**src/rtl/ram_reader_pkg.sv**
```systemverilog
// Shared defaults, FSM state encoding and output-FIFO sizing for the RAM burst reader.
package ram_reader_pkg;

  localparam int unsigned ADDR_W_DEF = 9;
  localparam int unsigned DATA_W_DEF = 8;
  localparam int unsigned RD_LAT_DEF = 1;

  typedef enum logic [1:0] {
    IDLE  = 2'd0,
    RUN   = 2'd1,
    DRAIN = 2'd2
  } state_t;

  // Two entries of slack beyond the read pipeline keep a full-rate stream bubble-free.
  function automatic int unsigned fifo_depth(input int unsigned rd_lat);
    return 2 + rd_lat;
  endfunction

endpackage

```
**src/rtl/ram_rd_fifo.sv**
```systemverilog
// Small synchronous output FIFO with count-based full/empty and async reset.
module ram_rd_fifo #(
  parameter int unsigned DATA_W = 8,
  parameter int unsigned DEPTH  = 3
) (
  input  logic                       clk,
  input  logic                       rst,
  input  logic                       push,
  input  logic [DATA_W-1:0]          din,
  input  logic                       pop,
  output logic [DATA_W-1:0]          dout,
  output logic                       empty,
  output logic [$clog2(DEPTH+1)-1:0] count
);

  localparam int unsigned PTR_W = $clog2(DEPTH);
  localparam int unsigned CNT_W = $clog2(DEPTH+1);

  logic [DATA_W-1:0] mem [DEPTH];
  logic [PTR_W-1:0]  wr_ptr;
  logic [PTR_W-1:0]  rd_ptr;
  logic              full;
  logic              do_push;
  logic              do_pop;

  assign empty   = (count == '0);
  assign full    = (count == CNT_W'(DEPTH));
  assign do_pop  = pop && !empty;
  assign do_push = push && (!full || do_pop);
  assign dout    = mem[rd_ptr];

  always_ff @(posedge clk or posedge rst) begin
    if (rst) begin
      wr_ptr <= '0;
      rd_ptr <= '0;
      count  <= '0;
    end else begin
      if (do_push) wr_ptr <= (wr_ptr == PTR_W'(DEPTH-1)) ? '0 : wr_ptr + 1'b1;
      if (do_pop)  rd_ptr <= (rd_ptr == PTR_W'(DEPTH-1)) ? '0 : rd_ptr + 1'b1;
      count <= count + CNT_W'(do_push) - CNT_W'(do_pop);
    end
  end

  always_ff @(posedge clk) begin
    if (do_push) mem[wr_ptr] <= din;
  end

endmodule

```
**src/rtl/ram_reader.sv**
```systemverilog
// Streams a burst of bytes from a RAM read port into a ready/valid output with credit flow control.
module ram_reader
  import ram_reader_pkg::*;
#(
  parameter int unsigned ADDR_W = ADDR_W_DEF,
  parameter int unsigned DATA_W = DATA_W_DEF,
  parameter int unsigned RD_LAT = RD_LAT_DEF
) (
  input  logic              clka,
  input  logic              rst,
  input  logic              start,
  input  logic [ADDR_W-1:0] base_addr,
  input  logic [ADDR_W:0]   length,
  output logic              busy,
  output logic              done,
  output logic [ADDR_W-1:0] ram_addra,
  output logic              ram_wea,
  output logic [DATA_W-1:0] ram_dina,
  input  logic [DATA_W-1:0] ram_douta,
  output logic [DATA_W-1:0] m_data,
  output logic              m_valid,
  input  logic              m_ready
);

  localparam int unsigned DEPTH = fifo_depth(RD_LAT);
  localparam int unsigned CNT_W = $clog2(DEPTH+1);

  state_t            state;
  state_t            state_next;
  logic              done_next;
  logic              issue;
  logic              push;
  logic              pop;
  logic              fifo_empty;
  logic              credit_ok;
  logic [ADDR_W-1:0] base_reg;
  logic [ADDR_W-1:0] addr_hold;
  logic [ADDR_W:0]   len_reg;
  logic [ADDR_W:0]   issued;
  logic [RD_LAT-1:0] pipe;
  logic [CNT_W-1:0]  inflight;
  logic [CNT_W-1:0]  fcount;

  assign ram_wea   = 1'b0;
  assign ram_dina  = '0;
  assign busy      = (state != IDLE);
  assign m_valid   = !fifo_empty;
  assign pop       = m_valid && m_ready;
  assign push      = pipe[RD_LAT-1];
  assign credit_ok = ({1'b0, inflight} + {1'b0, fcount}) < (CNT_W+1)'(DEPTH);

  // Address is presented in the issue cycle itself so RAM latency lines up with the capture pipe.
  assign ram_addra = issue ? base_reg + issued[ADDR_W-1:0] : addr_hold;

  always_comb begin
    state_next = state;
    done_next  = 1'b0;
    issue      = 1'b0;
    unique case (state)
      IDLE: begin
        if (start) begin
          if (length == '0) done_next  = 1'b1;
          else              state_next = RUN;
        end
      end
      RUN: begin
        if (credit_ok) begin
          issue = 1'b1;
          if (issued + 1'b1 == len_reg) state_next = DRAIN;
        end
      end
      DRAIN: begin
        if (inflight == '0 && fcount == CNT_W'(1) && pop) begin
          state_next = IDLE;
          done_next  = 1'b1;
        end
      end
      default: state_next = IDLE;
    endcase
  end

  always_ff @(posedge clka or posedge rst) begin
    if (rst) begin
      state <= IDLE;
      done  <= 1'b0;
    end else begin
      state <= state_next;
      done  <= done_next;
    end
  end

  always_ff @(posedge clka or posedge rst) begin
    if (rst) begin
      base_reg  <= '0;
      len_reg   <= '0;
      issued    <= '0;
      addr_hold <= '0;
      pipe      <= '0;
      inflight  <= '0;
    end else begin
      if (state == IDLE && start && length != '0) begin
        base_reg <= base_addr;
        len_reg  <= length;
        issued   <= '0;
      end else if (issue) begin
        issued <= issued + 1'b1;
      end
      addr_hold <= ram_addra;
      pipe[0]   <= issue;
      for (int unsigned i = 1; i < RD_LAT; i++) pipe[i] <= pipe[i-1];
      inflight <= inflight + CNT_W'(issue) - CNT_W'(push);
    end
  end

  ram_rd_fifo #(
    .DATA_W (DATA_W),
    .DEPTH  (DEPTH)
  ) u_fifo (
    .clk   (clka),
    .rst   (rst),
    .push  (push),
    .din   (ram_douta),
    .pop   (pop),
    .dout  (m_data),
    .empty (fifo_empty),
    .count (fcount)
  );

endmodule

```
**config.mk**
```make
export PLATFORM = sky130hd
export DESIGN_NAME = ram_reader
export DESIGN_NICKNAME = d
export VERILOG_FILES = /design/src/rtl/ram_reader_pkg.sv /design/src/rtl/ram_rd_fifo.sv /design/src/rtl/ram_reader.sv
export SDC_FILE = /design/constraint.sdc
export NUM_CORES = 1
export LEC_CHECK = 0
export BUFFER_PORTS_ARGS = -buffer_cell sky130_fd_sc_hd__buf_2
export CORE_MARGIN = 5
export CORE_UTILIZATION = 54
export CTS_CLUSTER_SIZE = 28
export DETAILED_ROUTE_END_ITERATION = 7
export GPL_ROUTABILITY_DRIVEN = 0
export PLACE_DENSITY = 0.89
export SYNTH_ARGS = -nofsm -noshare
export SYNTH_HDL_FRONTEND = slang
export SYNTH_HIERARCHICAL = 1
export SYNTH_SLANG_ARGS = --single-unit
```
**constraint.sdc**
```tcl
create_clock -name clka -period 3.18 [get_ports clka]
set_input_delay 0.159 -clock clka [delete_from_list [all_inputs] [get_ports clka]]
set_output_delay 0.159 -clock clka [all_outputs]
set_load 0.1 [all_outputs]
```
==> results of run 1 <==
[worst max-delay path: cells and delay by family, from the launching register on]
kind | cells | cell delay [ns]
xor+xnor | 1 | 0.16
compound gates | 5 | 0.78
flops | 1 | 0.47
fa+ha+maj | 2 | 0.65
buf+inv | 1 | 0.20
[cell families after synthesis]
family / count (synthesis) / synth area share [%]
AO/OA/AOI/OAI: 53 / 8.17
AND/OR/NAND/NOR: 105 / 13.9
buffers and inverters: 31 / 4.71
XOR/XNOR: 24 / 5.49
multiplexers: 31 / 10.6
other: 1 / 0.0979
flip-flops: 74 / 51.5
adder cells (fa/ha/maj): 16 / 5.62
[metal layers]
layer,GRT usage [%],share of wire [%],vias to the layer above
met1,20.8,39,1294
met5,0,0,-
met2,31.9,52,89
li1,-,-,1286
met4,5.90,2.6,0
met3,5.85,6.0,27
[through the flow]
stage | setup TNS, ns | cell area (um2)
2_1_floorplan | -0.303 | 3870
3_3_place_gp | 0 | 4280
3_5_place_dp | 0 | 4280
4_1_cts | 0 | 4490
5_1_grt | 0 | 4490
6_report | 0 | 4490
[final timing paths]
kind | to | cells after the start | startpoint
worst min register to register | addr_hold[6] | 2 | addr_hold[6]
max in group asynchronous | len_reg[3] | 4 | rst
worst max-delay path | ram_addra[8] | 9 | issued[0]
min in group asynchronous | u_fifo/count[0] | 3 | rst
worst min-delay path | u_fifo/mem[2][7] | 1 | ram_douta[7]
worst max register to register | inflight[1] | 8 | u_fifo/count[0]
[cell usage in the layout, fill, tap and decap left out, drive strengths merged, types with 2 or more instances in the layout]
cell and instances:
a21o 3, a21oi 7, and3 2, and4 2, buf 56, clkbuf 9
clkinv 4, clkinvlp 3, conb 9, dfrtp 50, dlygate4sd3 4, edfxtp 24
fa 2, ha 14, inv 10, mux2 21, mux2i 10, nand2 46
nand2b 6, nand3 9, nand3b 2, nand4 3, nor2 11, nor2b 4
nor3 9, nor4 3, o21ai 31, o31ai 5, or2 2, xnor2 16
xor2 8
[area by class of cell]
cell class	instances	area, um2	area share (%)
clock inverter	6	45.0	1.00
multi-input combinational	238	1710	38.2
timing repair buffer	60	470	10.5
inverter	11	41.3	0.920
tap	96	120	2.68
clock buffer	9	124	2.76
sequential	74	1970	43.9
==> metrics.txt, run 1 <==
result of the run complete, no violations; cell breakdown of the critical path ha_1, fa_1, a21oi_1, o21ai_0, o211ai_1, a21oi_1, xnor2_1, o21ai_2, buf_12; Final setup viols 0; post-synthesis register bit count 74; signal arrival time at the worst endpoint 2.61 ns; top-count cell post-synth dfrtp_1; count of hold-fix buffers inserted at cts 4; starting density of the core 56.0%; critical path class reg2out; fraction of layout cells with a size suffix above 1 25.4%; category of the worst setup path launch point register; ranking of synthesized cells by instance count dfrtp_1 (50), nand2_1 (45), edfxtp_1 (24); number of hold violations in the final report 0; Post-DP HPWL 5500 um; clock skew 0.0110 ns; drt initial violations 97; # clock sinks 74; DIE AREA 8870 um2; Vert. Die Dim 94.2 um; FFs w/ async S/R, synth 67.6%; time the worst path needs with I/O delays and setup 2.77 ns; core outline area 6830 um2; Detailed Routing Iterations Pass 1 4; maximum fanout along the worst path 8; final period utilization 87.0%; number of enable flip-flop cells after synthesis 24; port buffer count 50; required time at the worst-slack endpoint 3.02 ns; prevailing post-synth register cell dfrtp_1; Synth warnings 6; CP max stage cell dfrtp_1; unrepaired setup endpoints after global routing no; crit end category primary output; number of DRC violations after detailed routing 0; antenna cell count 0; CTS clock-pin slew for the worst setup and hold paths 0.08 ns; utilization of the core after routing 65.7%; residual antenna-violating net count after detailed routing 0; synthesized netlist cell count 335; FF-to-FF setup slack 0.84 ns; total gr overflow 0; achievable frequency 362 MHz; max reg flops 24; maxcap violations 0; total number of placement rows 30; cell taking the most area after synthesis dfrtp_1; maximum single-stage delay on the critical path 0.47 ns; number of slew-limit violations in the final report 0; Top cell by count, worst path a21oi_1; Setup WS pre-CTS 0.794 ns; share of the synthesized area in the top cell type 32.7%; setup fix buffers added after clock tree synthesis 0; net count of the finished layout 441; number of global-route vias before repair 2,771; clock latency of the later-clocked register in the worst-skew pair 0.35 ns; Cells after DPL 475; non-filler instance count after layout 494; via count 2,696; worst max-slew margin expressed relative to the limit 63.4%; global-route wire length before repair 12,600 um; number of primary I/O pins 60; total global routing track utilization 18.1%; P&R area growth vs syn 17.2%; Horiz. Die Dim 94.2 um; clock tree from TritonCTS done; cell at the root of the clock tree clkbuf_8; post-route worst hold slack 0.0131 ns; average size of a mapped cell 11.4 um2; Syn Std Cell Area 3830 um2; post-layout worst setup margin 0.415 ns; CTS max path bufs 2; kind of path behind the tightest hold check in2reg; detail-routed via count per cell 5.46; fill cell total of the finished layout 539; number of H-tree levels 3; Detailed Route WL 7410 um; number of distinct library cell variants in the gate-level netlist after synthesis 52; number of antenna violations at the first check in global routing 0; Seq/Total Area, Yosys 51.5%; main area contributors after synthesis dfrtp_1 (33%), edfxtp_1 (19%), mux2_4 (7.1%); number of buffers inserted during clock tree synthesis 9; average routed wire per standard cell 15.0 um; measured slew at the worst slew-check pin 0.549 ns; pin count of the biggest net entering global routing 45; Resized Gates After CTS 0
Power of run 1 is left out: the tool's default activity adds up to more than one toggle a clock period on the data nets, which glitch-free logic cannot reach.
==> run 2: changes to the inputs <==
--- a/config.mk
+++ b/config.mk
@@ -5,13 +5,13 @@
 export SDC_FILE = /design/constraint.sdc
 export NUM_CORES = 1
 export LEC_CHECK = 0
-export BUFFER_PORTS_ARGS = -buffer_cell sky130_fd_sc_hd__buf_2
 export CORE_MARGIN = 5
 export CORE_UTILIZATION = 54
 export CTS_CLUSTER_SIZE = 28
 export DETAILED_ROUTE_END_ITERATION = 7
+export DONT_BUFFER_PORTS = 1
 export GPL_ROUTABILITY_DRIVEN = 0
-export PLACE_DENSITY = 0.89
+export PLACE_DENSITY = 0.81
 export SYNTH_ARGS = -nofsm -noshare
 export SYNTH_HDL_FRONTEND = slang
 export SYNTH_HIERARCHICAL = 1
==> metrics.txt, run 2 (synthesis gave the netlist of run 1 again) <==
result of the run complete, no violations; number of global-route vias before repair 2,667; DIE AREA 8870 um2; detail-routed via count per cell 5.38; Cells after DPL 443; worst path buffer plus inverter count 3; pin count of the biggest net entering global routing 45; number of H-tree levels 3; clock latency of the later-clocked register in the worst-skew pair 0.35 ns; Resized Gates After CTS 0; clock tree from TritonCTS done; CTS max path bufs 2; Detailed Routing Iterations Pass 1 4; max reg flops 24; total number of placement rows 30; maximum fanout along the worst path 15; post-layout worst setup margin 0.385 ns; start of the worst register-to-register path u_fifo/count[0]; # clock sinks 74; family with the most delay on the worst path adder cells; P&R area growth vs syn 20.1%; number of antenna violations at the first check in global routing 0; starting density of the core 56.0%; category of the worst setup path launch point register; Horiz. Die Dim 94.2 um; unrepaired setup endpoints after global routing no; utilization of the core after routing 67.3%; global-route wire length before repair 12,500 um; time the worst path needs with I/O delays and setup 2.79 ns; achievable frequency 358 MHz; Crit. Startpoint u_fifo/count[0]; number of DRC violations after detailed routing 0; endpoint of the most critical register-to-register path inflight[1]; most frequent cells in the layout dfrtp_1 (50), nand2_1 (45), dlygate4sd3_1 (29); maxcap violations 0; number of hold violations in the final report 0; number of buffers inserted during clock tree synthesis 9; Post-DP HPWL 5400 um; Detailed Route WL 7440 um; fraction of layout cells with a size suffix above 1 20.9%; worst-case reg-to-reg path depth 9; drt initial violations 150; net count of the finished layout 434; most frequent standard cell in the layout excluding fill and tap cells dfrtp_1; port buffer count 0; via count 2,623; crit path to ram_addra[1]; kind of path behind the tightest hold check in2reg; number of primary I/O pins 60; antenna cell count 0; measured slew at the worst slew-check pin 0.874 ns; critical path class reg2out; residual antenna-violating net count after detailed routing 0; CP max stage cell fa_1; number of logic stages on the critical path including buffering 9; signal arrival time at the worst endpoint 2.64 ns; average routed wire per standard cell 15.2 um; core outline area 6830 um2; FF-to-FF setup slack 0.72 ns; non-filler instance count after layout 488; required time at the worst-slack endpoint 3.02 ns; post-detailed-placement cell area 4140 um2; maximum single-stage delay on the critical path 0.48 ns; Setup WS pre-CTS 0.697 ns; number of slew-limit violations in the final report 0; total gr overflow 0; clock skew 0.00786 ns; Final setup viols 0; cell area after layout 4600 um2; final period utilization 87.9%; cell breakdown of the critical path ha_1, fa_1, nand2_1, nand4bb_1, buf_4, clkinv_1, nand2_1, nand2_1, buf_12; setup fix buffers added after clock tree synthesis 0; Top cell by count, worst path nand2_1; cell at the root of the clock tree clkbuf_8; crit end category primary output; worst max-slew margin expressed relative to the limit 41.8%; CTS clock-pin slew for the worst setup and hold paths 0.07 ns; total global routing track utilization 18.2%; Vert. Die Dim 94.2 um
-- run 2: cell types whose count changed in the layout (fill, tap and decap cells not counted), sizes merged --
cell	before	now
dlygate4sd3	4	29
clkbuf	9	10
buf	56	24
inv	10	11
clkinvlp	3	2
-- run 2: worst min path at each step --
stage	startpoint	to	slack, ns	cells after the start
2_1_floorplan	rst	u_fifo/count[0]	-0.05	1
5_1_grt	start	done	0.08	3
3_5_place_dp	rst	u_fifo/rd_ptr[0]	-0.03	1
3_3_place_gp	rst	u_fifo/count[1]	-0.02	1
6_report	start	done	0.07	3
4_1_cts	start	done	0.05	3
-- run 2: worst min-delay path: stages --
cell and delay [ns]:
inv_1 0.05, o31a_1 0.13, nor2_1 0.04
-- run 2: timing repair --
item / in CTS / in global routing
setup endpoints to repair: 0 / 0
hold endpoints to repair: 94 / 0
hold buffers: 29 / 0
-- run 2: layout make-up --
cell class / instances / area (um2)
fillers: 514 / 2230
flip-flops and latches: 74 / 1970
multi-input cells: 238 / 1760
repair buffers: 53 / 533
clock buffers: 10 / 128
well taps: 96 / 120
clock inverters: 6 / 42.5
inverters: 11 / 41.3
-- run 2: metrics by stage --
step,hold slack (ns),setup TNS (ns)
floorplan,-0.0500,-0.303
global placement,-0.0214,0
detailed placement,-0.0253,0
CTS,0.0538,0
global route,0.0754,0
finish,0.0689,0
-- run 2: per-layer routing --
layer | global-route usage, % | wire length (um) | part of all wire [%]
met2 | 32.7 | 3870 | 52
met1 | 20.7 | 3110 | 42
met5 | 0 | 0 | 0
met3 | 4.41 | 326 | 4.4
met4 | 6.86 | 130 | 1.7
Power of run 2 is left out for the same reason.
==> run 3: changes to the inputs <==
--- a/config.mk
+++ b/config.mk
@@ -5,6 +5,7 @@
 export SDC_FILE = /design/constraint.sdc
 export NUM_CORES = 1
 export LEC_CHECK = 0
+export ABC_AREA = 1
 export CORE_MARGIN = 5
 export CORE_UTILIZATION = 54
 export CTS_CLUSTER_SIZE = 28
==> metrics.txt, run 3 <==
result of the run complete, no violations; post-synthesis register bit count 74; antenna cell count 0; final period utilization 92.0%; cell area after layout 4510 um2; Detailed Route WL 8220 um; detail-routed via count per cell 5.22; number of primary I/O pins 60; total global routing track utilization 19.5%; met2 usage in global routing 33.6%; Post-DP HPWL 5740 um; maxcap violations 0; most frequent standard cell in the layout excluding fill and tap cells nand2_1; unrepaired setup endpoints after global routing no; ranking of synthesized cells by instance count nand2_1 (120), dfrtp_1 (50), inv_1 (50); achievable frequency 342 MHz; Min-Delay Startpoint length[6]; crit end category primary output; P&R area growth vs syn 16.5%; Vert. Die Dim 94.7 um; top-count cell post-synth nand2_1; number of H-tree levels 3; number of global-route vias before repair 2,913; most frequent cells in the layout nand2_1 (120), dfrtp_1 (50), inv_1 (49); critical path class reg2out; starting density of the core 56.4%; cell taking the most area after synthesis dfrtp_1; cell at the root of the clock tree clkbuf_8; core outline area 6870 um2; number of enable flip-flop cells after synthesis 24; number of slew-limit violations in the final report 0; most utilized layer in the global route result met2; net count of the finished layout 515; worst max-slew margin expressed relative to the limit 29.1%; max reg flops 24; residual antenna-violating net count after detailed routing 0; total gr overflow 0; drt initial violations 192; Synth warnings 6; fraction of layout cells with a size suffix above 1 14.0%; category of the worst setup path launch point register; signal arrival time at the worst endpoint 2.77 ns; # clock sinks 74; port buffer count 0; FFs w/ async S/R, synth 67.6%; total number of placement rows 30; Seq/Total Area, Yosys 50.9%; number of buffers inserted during clock tree synthesis 9; average routed wire per standard cell 14.5 um; via count 2,968; start of the worst register-to-register path u_fifo/count[0]; CTS max path bufs 2; number of hold violations in the final report 0; Crit. Startpoint u_fifo/count[0]; clock tree from TritonCTS done; clock latency of the later-clocked register in the worst-skew pair 0.35 ns; Horiz. Die Dim 94.7 um; share of the synthesized area in the top cell type 32.3%; clock skew 0.0109 ns; CTS clock-pin slew for the worst setup and hold paths 0.08 ns; DIE AREA 8970 um2; maximum fanout along the worst path 13; post-detailed-placement cell area 4010 um2; measured slew at the worst slew-check pin 1.06 ns; number of antenna violations at the first check in global routing 0; met3 routing resource usage after global routing 4.46%; number of DRC violations after detailed routing 0; pin count of the biggest net entering global routing 45; global-route wire length before repair 13,500 um; kind of path behind the tightest hold check in2reg; global routing met1 resource utilization 24.2%; prevailing post-synth register cell dfrtp_1; main area contributors after synthesis dfrtp_1 (32%), edfxtp_1 (19%), nand2_1 (12%); Syn Std Cell Area 3870 um2; Total Neg Setup Slack 0 ns; average size of a mapped cell 9.09 um2; Final setup viols 0; synthesized netlist cell count 426; time the worst path needs with I/O delays and setup 2.93 ns; Detailed Routing Iterations Pass 1 5; required time at the worst-slack endpoint 3.02 ns; number of distinct library cell variants in the gate-level netlist after synthesis 34
[run 3: cell count changes after synthesis, moves of 5 or more]
| cell | change |
|---|---|
| inv_1 | +40 |
| mux2_2 | +9 |
| mux2_4 | -18 |
| mux2i_1 | -10 |
| nand2_1 | +75 |
| nand2b_1 | -6 |
| nand3_1 | +26 |
| nor2_1 | +13 |
| nor3_1 | -6 |
| o21ai_0 | -9 |
| o21ai_1 | -8 |
| o22ai_1 | +7 |
| o31ai_1 | -5 |
| xnor2_1 | -12 |
[run 3: layer usage]
| layer | wire length (um) | part of all wire (%) |
|---|---|---|
| met5 | 0 | 0 |
| met4 | 143 | 1.7 |
| met3 | 464 | 5.6 |
| met2 | 4070 | 49 |
| met1 | 3550 | 43 |
[run 3: repair_timing]
action                                  in CTS  in global routing
hold buffers                                27                  0
setup buffers                                0                  0
resized for setup                            0                  1
endpoints found under the setup margin       0                  1
hold endpoints to repair                    92                  0
[run 3: cell families (layout without fill, tap and decap cells)]
group	after synthesis	after routing	share of synthesized area, %
AO/OA/AOI/OAI	32	32	4.62
XOR/XNOR	9	9	2.03
adder cells (fa/ha/maj)	16	16	5.56
buffers and inverters	69	108	8.24
flip-flops	74	74	50.9
multiplexers	12	12	3.49
other	1	9	0.0968
AND/OR/NAND/NOR	213	213	25.1
[run 3: critical path, stage by stage, from the launching register on]
cell and delay [ns]:
dfrtp_1 0.43, ha_1 0.22, fa_1 0.46, nand2_1 0.08, nand2_1 0.10, nor2_4 0.25, inv_1 0.26, a21oi_1 0.17
o21ai_0 0.09, nand2_1 0.06, buf_4 0.28
[run 3: final timing paths]
check | to | slack, ns | cells after the start
worst min register to register | addr_hold[0] | 0.50 | 2
max in group asynchronous | len_reg[6] | 2.37 | 3
min in group asynchronous | u_fifo/count[1] | 0.20 | 2
worst min-delay path | len_reg[6] | 0.006 | 2
worst max-delay path | ram_addra[6] | 0.25 | 10
worst max register to register | issued[0] | 0.64 | 9
[run 3: final cells by class]
| type | count | area, um2 |
|---|---|---|
| clock inverter | 7 | 103 |
| timing repair buffer | 40 | 368 |
| multi-input combinational | 291 | 1630 |
| inverter | 52 | 195 |
| tap | 96 | 120 |
| clock buffer | 9 | 124 |
| fill | 501 | 2350 |
| sequential | 74 | 1970 |
[run 3: stage by stage]
stage / utilization [%] / cells / hold WS (ns) / setup WS (ns)
after detailed placement: 58.4 / 526 / -0.00904 / 0.495
after global placement: 58.4 / 526 / -0.0150 / 0.605
after CTS: 65.6 / 569 / 0.00538 / 0.105
final: 65.7 / 569 / 0.00647 / 0.254
after floorplan: - / 434 / -0.0500 / 0.0517
after global routing: 65.7 / 569 / 0.0166 / 0.0600
Power of run 3 is left out for the same reason.
